### config.mk
export PLATFORM = sky130hd
export DESIGN_NAME = roi_ctrl
export DESIGN_NICKNAME = d
export VERILOG_FILES = /design/src/rtl/roi_pkg.sv /design/src/rtl/roi_pos_cnt.sv /design/src/rtl/roi_ctrl.sv
export SDC_FILE = /design/constraint.sdc
export NUM_CORES = 1
export LEC_CHECK = 0
export ABC_AREA = 1
export BUFFER_PORTS_ARGS = -buffer_cell sky130_fd_sc_hd__buf_2
export CELL_PAD_IN_SITES_DETAIL_PLACEMENT = 0
export CELL_PAD_IN_SITES_GLOBAL_PLACEMENT = 1
export CORE_UTILIZATION = 48
export DETAILED_ROUTE_END_ITERATION = 16
export MAX_ROUTING_LAYER = met4
export PLACE_DENSITY = 0.86
export SYNTH_ARGS = -nofsm -noshare
export SYNTH_HDL_FRONTEND = slang
export SYNTH_SLANG_ARGS = --single-unit
### constraint.sdc
create_clock -name clk_i -period 12.1 [get_ports clk_i]
set_clock_uncertainty 0.2 [all_clocks]
set_input_delay 1.21 -clock clk_i [delete_from_list [all_inputs] [get_ports clk_i]]
set_output_delay 1.21 -clock clk_i [all_outputs]
set_load 0.05 [all_outputs]
### src/rtl/roi_pkg.sv
// roi_pkg: shared types and corner normalization
// for the ROI crop sequencer.
package roi_pkg;

  typedef struct packed {
    logic [15:0] y;
    logic [15:0] x;
  } roi_xy_t;

  typedef enum logic {
    IDLE   = 1'b0,
    ACTIVE = 1'b1
  } roi_state_e;

  typedef struct packed {
    logic [15:0] x_min;
    logic [15:0] x_max;
    logic [15:0] y_min;
    logic [15:0] y_max;
    logic        err;
  } roi_box_t;

  function automatic roi_box_t roi_norm(
    roi_xy_t     xy0,
    roi_xy_t     xy1,
    logic [31:0] w,
    logic [31:0] h
  );
    roi_box_t b;
    b.x_min = (xy0.x < xy1.x) ? xy0.x : xy1.x;
    b.x_max = (xy0.x < xy1.x) ? xy1.x : xy0.x;
    b.y_min = (xy0.y < xy1.y) ? xy0.y : xy1.y;
    b.y_max = (xy0.y < xy1.y) ? xy1.y : xy0.y;
    b.err   = ({16'd0, b.x_max} >= w) ||
              ({16'd0, b.y_max} >= h);
    return b;
  endfunction

endpackage

### src/rtl/roi_pos_cnt.sv
// roi_pos_cnt: raster x/y position counter.
// Outputs show the position of the current pixel.
module roi_pos_cnt #(
  parameter int unsigned W  = 800,
  parameter int unsigned H  = 600,
  parameter int unsigned XW = 10,
  parameter int unsigned YW = 10
) (
  input  logic          clk_i,
  input  logic          arst_i,
  input  logic          clr_i,
  input  logic          inc_i,
  output logic [XW-1:0] x_o,
  output logic [YW-1:0] y_o,
  output logic          last_col_o,
  output logic          last_pix_o
);

  logic [XW-1:0] x_q, x_d;
  logic [YW-1:0] y_q, y_d;

  // clear takes effect on the same beat so a
  // frame-start pixel is itself at (0,0)
  always_comb begin
    x_o        = clr_i ? '0 : x_q;
    y_o        = clr_i ? '0 : y_q;
    last_col_o = (x_o == XW'(W - 1));
    last_pix_o = last_col_o &&
                 (y_o == YW'(H - 1));
    x_d        = x_o;
    y_d        = y_o;
    if (inc_i) begin
      if (last_col_o) begin
        x_d = '0;
        y_d = last_pix_o ? '0 : y_o + 1'b1;
      end else begin
        x_d = x_o + 1'b1;
      end
    end
  end

  always_ff @(posedge clk_i or negedge arst_i) begin
    if (!arst_i) begin
      x_q <= '0;
      y_q <= '0;
    end else begin
      x_q <= x_d;
      y_q <= y_d;
    end
  end

endmodule

### src/rtl/roi_ctrl.sv
// roi_ctrl: crops a raster pixel stream to a
// rectangle latched from the APB corner words.
module roi_ctrl
  import roi_pkg::*;
#(
  parameter int unsigned WIDTH  = 800,
  parameter int unsigned HEIGHT = 600,
  parameter int unsigned BIT_D  = 8,
  parameter int unsigned BIT_C  = 32
) (
  input  logic             clk_i,
  input  logic             arst_i,
  input  logic [BIT_C-1:0] xy_0_i,
  input  logic [BIT_C-1:0] xy_1_i,
  input  logic             cfg_upd_i,
  input  logic [BIT_D-1:0] s_data_i,
  input  logic             s_valid_i,
  input  logic             s_sof_i,
  output logic             s_ready_o,
  output logic [BIT_D-1:0] m_data_o,
  output logic             m_valid_o,
  output logic             m_sof_o,
  output logic             m_eol_o,
  output logic             m_eof_o,
  input  logic             m_ready_i,
  output logic             busy_o,
  output logic             frame_done_o,
  output logic             cfg_err_o
);

  localparam int unsigned XW =
    (WIDTH > 1) ? $clog2(WIDTH) : 1;
  localparam int unsigned YW =
    (HEIGHT > 1) ? $clog2(HEIGHT) : 1;

  roi_state_e         state_q, state_d;
  logic [2*BIT_C-1:0] pend_q, pend_d;
  roi_box_t           box_q, box_d;
  logic [BIT_D-1:0]   data_q, data_d;
  logic               vld_q, vld_d;
  logic               sof_q, sof_d;
  logic               eol_q, eol_d;
  logic               eof_q, eof_d;
  logic               done_q, done_d;

  logic               acc;
  logic               sof_acc;
  logic               cnt_inc;
  logic               frame_end;
  logic               last_col;
  logic               last_pix;
  logic               in_roi;
  logic [XW-1:0]      x;
  logic [YW-1:0]      y;
  logic [15:0]        x16;
  logic [15:0]        y16;

  assign s_ready_o = arst_i & (~vld_q | m_ready_i);
  assign acc       = s_valid_i & s_ready_o;
  assign sof_acc   = acc & s_sof_i;
  // only pixels belonging to a frame move the raster
  assign cnt_inc   = acc &
                     ((state_q == ACTIVE) | s_sof_i);
  assign frame_end = cnt_inc & last_col & last_pix;

  roi_pos_cnt #(
    .W  (WIDTH),
    .H  (HEIGHT),
    .XW (XW),
    .YW (YW)
  ) u_pos (
    .clk_i      (clk_i),
    .arst_i     (arst_i),
    .clr_i      (sof_acc),
    .inc_i      (cnt_inc),
    .x_o        (x),
    .y_o        (y),
    .last_col_o (last_col),
    .last_pix_o (last_pix)
  );

  assign x16 = 16'(x);
  assign y16 = 16'(y);

  assign pend_d = cfg_upd_i ? {xy_1_i, xy_0_i}
                            : pend_q;

  // a same-cycle update overrides the pending copy
  always_comb begin
    box_d = box_q;
    if (sof_acc) begin
      if (cfg_upd_i) begin
        box_d = roi_norm(xy_0_i, xy_1_i,
                         32'(WIDTH), 32'(HEIGHT));
      end else begin
        box_d = roi_norm(pend_q[BIT_C-1:0],
                         pend_q[2*BIT_C-1:BIT_C],
                         32'(WIDTH), 32'(HEIGHT));
      end
    end
  end

  assign in_roi = ~box_d.err &
                  (x16 >= box_d.x_min) &
                  (x16 <= box_d.x_max) &
                  (y16 >= box_d.y_min) &
                  (y16 <= box_d.y_max);

  always_comb begin
    vld_d  = vld_q;
    data_d = data_q;
    sof_d  = sof_q;
    eol_d  = eol_q;
    eof_d  = eof_q;
    if (cnt_inc && in_roi) begin
      vld_d  = 1'b1;
      data_d = s_data_i;
      sof_d  = (x16 == box_d.x_min) &&
               (y16 == box_d.y_min);
      eol_d  = (x16 == box_d.x_max);
      eof_d  = (x16 == box_d.x_max) &&
               (y16 == box_d.y_max);
    end else if (m_ready_i) begin
      vld_d = 1'b0;
      sof_d = 1'b0;
      eol_d = 1'b0;
      eof_d = 1'b0;
    end
  end

  always_comb begin
    state_d = state_q;
    done_d  = frame_end;
    unique case (state_q)
      IDLE: begin
        if (sof_acc && !frame_end) begin
          state_d = ACTIVE;
        end
      end
      ACTIVE: begin
        if (frame_end) begin
          state_d = IDLE;
        end
      end
    endcase
  end

  always_ff @(posedge clk_i or negedge arst_i) begin
    if (!arst_i) begin
      state_q <= IDLE;
      pend_q  <= '0;
      box_q   <= '0;
      data_q  <= '0;
      vld_q   <= 1'b0;
      sof_q   <= 1'b0;
      eol_q   <= 1'b0;
      eof_q   <= 1'b0;
      done_q  <= 1'b0;
    end else begin
      state_q <= state_d;
      pend_q  <= pend_d;
      box_q   <= box_d;
      data_q  <= data_d;
      vld_q   <= vld_d;
      sof_q   <= sof_d;
      eol_q   <= eol_d;
      eof_q   <= eof_d;
      done_q  <= done_d;
    end
  end

  assign m_data_o     = data_q;
  assign m_valid_o    = vld_q;
  assign m_sof_o      = sof_q;
  assign m_eol_o      = eol_q;
  assign m_eof_o      = eof_q;
  assign busy_o       = (state_q == ACTIVE);
  assign frame_done_o = done_q;
  assign cfg_err_o    = box_q.err;

endmodule

Word-level counts from Yosys, hierarchy flattened
Cells that the tools add are included.
{"block": "word_totals", "out_inout_bits": 16, "regBits": 163, "in_bits": 78}
{"block": "classes", "add_sub_neg": 2, "reduce_logical": 9, "bitwise": 15, "n_mux": 25, "order_cmp": 12, "n_eq_ne": 6}
{"cell": "65-bit two-way mux", "n": 2}
{"cell": "16-bit two-way mux", "n": 8}
{"cell": "10-bit two-way mux", "n": 7}
{"cell": "10-bit by 16-bit equality test with 1-bit output", "n": 4}
{"cell": "16-bit by 10-bit >= comparator with 1-bit output, second input constant", "n": 4}
{"cell": "16-bit < comparator", "n": 4}
{"cell": "10-bit by 16-bit >= comparator with 1-bit output", "n": 2}
{"cell": "10-bit by 16-bit <= comparator with 1-bit output", "n": 2}
{"cell": "10-bit by 1-bit adder with 10-bit output, second input constant", "n": 2}
{"cell": "10-bit equality test, second input constant", "n": 2}
{"cell": "1-bit AND", "n": 10}
{"cell": "1-bit two-way mux", "n": 7}
{"cell": "1-bit logical AND", "n": 5}
{"cell": "1-bit NOT", "n": 3}
{"cell": "1-bit logical OR", "n": 2}
{"cell": "1-bit bitwise OR", "n": 2}
{"cell": "1-bit one-hot mux with 2 select lines", "n": 1}
{"cell": "2-bit nonzero test", "n": 1}
{"cell": "1-bit logical NOT", "n": 1}

Depth between registers and ports, before layout
{"block": "depth", "word_depth": 13, "ltp_mapped": 34, "depth_no_buf": 31}

By module
Synthesis repeated with hierarchy kept, for this count alone.
{"block": "unflattened", "cells_unflattened": 1706, "area_unflattened_um2": 12030.3}
{"module": "roi_ctrl", "seq_area_each_um2": 3578.4, "instances": 1, "cells_each": 1503, "area_each_um2": 10552.6}
{"module": "roi_pos_cnt", "seq_area_each_um2": 500.5, "instances": 1, "cells_each": 203, "area_each_um2": 1477.7}

Worst setup path before layout
OpenSTA, ideal clock, no wires.
{"block": "synth_path", "kind": "input-to-reg", "startpoint": "in m_ready_i", "endpoint": "reg data_q[0], in the netlist m_data_o[0]", "arrival_ps": 4600, "path_buffers": 4, "path_stages": 29, "required_ps": 11781, "setup_slack_ps": 7181, "cell_sequence": "inv_2 nand2_1 and2_1 nand2_1 inv_2 nand2_2 inv_2 clkbuf_1 clkbuf_1 buf_1 nand2_1 o21ai_0 inv_1 ha_1 nand2_1 inv_1 nand2_1 o211ai_1 a221oi_1 o21ai_0 nand3_1 nand2_1 nand2_1 nor2_1 nor2_4 nand2_2 buf_6 nand2_1 nand2_1"}
{"item": "from (decl)", "line": "roi_ctrl.sv:25", "source": "input logic m_ready_i,"}
{"item": "to (signal assigned)", "line": "roi_ctrl.sv:163", "source": "data_q <= data_d;"}
{"item": "to (decl)", "line": "roi_ctrl.sv:39", "source": "logic [BIT_D-1:0] data_q, data_d;"}

==> results.md <==
- Non-Filler Instances: 2,057
- DIE WIDTH: 158 um
- Core ar.: 23,800 sq um
- Gate Count Post-Synth: 1,681
- Status: completed
- WL/cell: 15.7 um
- Clk root buf: clkbuf_16
- Placed Instances: 2,025
- Net count, final: 1,905
- Total number of vias: 10,800
- Iter 0 DRT Violations: 689
- Cts repair resizes: 0
- Port bufs: 93
- Post-synth net total: 1,861
- TritonCTS Sinks: 163
- Slew HR: 0.279
- Final hold slack: 273 ps
- All-Layer GR Usage: 0.280
- Largest net degree at the start of global routing: 116
- Endpoints failing hold: 0
- WP data arrival: 6130 ps
- Synth Cell Area: 11,700 sq um
- Layout cells sized above 1: 0.111
- Starting density of the core: 0.494
- TritonCTS Buffers: 17
- DIE AREA: 25,100 sq um
- Die Y: 158 um
- Ys Warns: 0
- Routed vias/inst: 5.27
- Initial antenna violation count: 1
- Flops & latches, synth: 163
- H-tree levels: 4
- Worst min path class: flip-flop to flip-flop
- CTS Hold Bufs: 0
- Final setup viols: 0
- Clk_lat worst skew: 430 ps
- # rows: 56
- Io pins: 94
- Routed Wire Length: 32,300 um
- Syn_area_per_cell: 6.98 sq um
- # Post-CTS Setup Buffers: 0
- CTS max path bufs: 2
- GRT overflow: 0
- Min cycle time layout: 6010 ps
- LEAKAGE: 0.00698 uW
- Post-DP HPWL: 23,800 um
- Maximum VDD drop: 0.0000886 V
- First-pass GRT wire length: 53,100 um
- Vias in the first global route: 10,400
- Area of the multi-input gates: 6270 sq um
- CTS tree: yes
- Slew Viols, Final: 0
- WP data required: 12,220 ps
- # DRC: 0
- Crit start category: input port
- Setup TNS: 0 ps
- Final period utilization: 0.497
- Crit path max fanout: 115
- DR pass1 iterations: 5
- Register area: 4080 sq um
- Sequential area share after synthesis: 0.348
- Layout area overhead: 9.65%
- Clk pin slew, worst setup/hold paths: 60 ps
- Unrepaired setup endpoints after global routing: false
- Worst-margin pin slew: 1080 ps
- Max frequency: 166 MHz
- Setup CP Type: input port to flip-flop
- Max-cap viol count: 0
- Fillcell total: 2,376
- Pwr/cell area: 132 nW/um^2
- Setup crit end kind: flip-flop
- Unique masters post-synth: 45
- Routability cong.: 0.920
- Final ANT Viol Nets: 0
stage by stage:
stage | setup slack [ps] | area [sq um] | power, uW | util
2_1_floorplan | 7180 | 11700 | 1010 | -
3_3_place_gp | 5620 | 12300 | 1140 | 0.517
3_5_place_dp | 5590 | 12300 | 1150 | 0.517
4_1_cts | 6030 | 12900 | 1710 | 0.542
5_1_grt | 5440 | 12900 | 1820 | 0.542
6_report | 6090 | 12900 | 1700 | 0.542
worst max-delay path, cell delays in order:
cell and delay [ps]:
buf_6 470, and2_1 230, nand2_1 60, inv_2 70
nand2_2 460, inv_2 150, buf_4 810, o21ai_0 180
o21bai_1 210, o21ai_0 130, inv_1 80, ha_1 300
nand2_1 70, nor4b_1 490, nand3_1 160, nor2_2 180
nor2_1 90, nor2_4 250, nand2_2 220, nand3_1 130
nand2_1 50
cell usage in the layout (no fill, tap or decap), drive strengths merged, types with 4 or more instances in the layout:
| cell type | instances |
|---|---|
| nor2 | 72 |
| clkinvlp | 4 |
| o22ai | 6 |
| or2 | 11 |
| nand2 | 492 |
| nand3 | 142 |
| clkinv | 6 |
| buf | 101 |
| nor4 | 6 |
| clkbuf | 20 |
| o211ai | 10 |
| nand4 | 10 |
| xor2 | 11 |
| inv | 262 |
| a21oi | 87 |
| o21a | 5 |
| o21ai | 193 |
| nor3 | 14 |
| o21bai | 5 |
| dfrtp | 163 |
| ha | 102 |
report_power, final:
part | internal [uW] | switching (uW)
logic | 164 | 336
registers | 616 | 25.9
clock network | 321 | 239
total | 1100 | 601
metal layers:
layer | part of all wire | global-route usage | up-vias
met5 | 0 | - | -
met4 | 0.016 | 0.0636 | 0
met3 | 0.049 | 0.0395 | 44
met2 | 0.46 | 0.454 | 289
met1 | 0.47 | 0.370 | 5041
li1 | - | - | 5468
cell type report:
type                    instances  share of cell area
flip-flops and latches        163               0.317
repair buffers                101              0.0415
diodes                          1            0.000194
inverters                     263              0.0767
multi-input cells            1179               0.487
clock buffers                  20              0.0363
clock inverters                11              0.0101
well taps                     319              0.0310
logic make-up after synthesis:
family / synth area share
fa+ha+maj: 0.109
flops: 0.348
simple gates: 0.274
compound gates: 0.143
buf+inv: 0.118
xor+xnor: 0.00821
state kept, by name (all words and copies together) (netlist names):
| signal | count |
|---|---|
| box_q | 64 |
| pend_q | 64 |
| u_pos.x_q | 10 |
| u_pos.y_q | 10 |
| m_data_o | 8 |
| busy_o | 1 |
| cfg_err_o | 1 |
| frame_done_o | 1 |
| m_eof_o | 1 |
| m_eol_o | 1 |
| m_sof_o | 1 |
| m_valid_o | 1 |
worst paths after layout:
check | slack [ps] | startpoint | cells past startpoint | endpoint
max | 6090 | arst_i | 21 | m_eof_o$_DFFE_PN0P_
min | 270 | m_data_o[7]$_DFFE_PN0P_ | 2 | m_data_o[7]$_DFFE_PN0P_
max reg2reg | 6790 | pend_q[3]$_DFFE_PN0P_ | 27 | m_eof_o$_DFFE_PN0P_
min reg2reg | 270 | m_data_o[7]$_DFFE_PN0P_ | 2 | m_data_o[7]$_DFFE_PN0P_
max in group asynchronous | 9840 | arst_i | 2 | u_pos.y_q[3]$_DFF_PN0_
min in group asynchronous | 570 | arst_i | 1 | pend_q[60]$_DFFE_PN0P_
synth_stat cells (all sizes together):
master	n	area share
a211oi	1	0.00064
a21o	1	0.00064
a21oi	87	0.037
a221oi	1	0.00075
a31o	1	0.00075
a31oi	2	0.0016
and2	2	0.0011
buf	43	0.024
clkbuf	33	0.011
clkinv	2	0.00064
dfrtp	163	0.35
ha	102	0.11
inv	261	0.083
nand2	492	0.16
nand3	142	0.062
nand3b	1	0.00064
nand4	10	0.0053
nor2	72	0.028
nor3	14	0.0060
nor3b	1	0.00064
nor4	6	0.0032
nor4b	1	0.00075
o2111ai	1	0.00075
o211ai	10	0.0064
o21a	5	0.0032
o21ai	193	0.084
o21bai	5	0.0032
o22ai	6	0.0032
o31ai	1	0.00064
or2	11	0.0059
xor2	11	0.0082
Power figures use the tool's default switching activity.
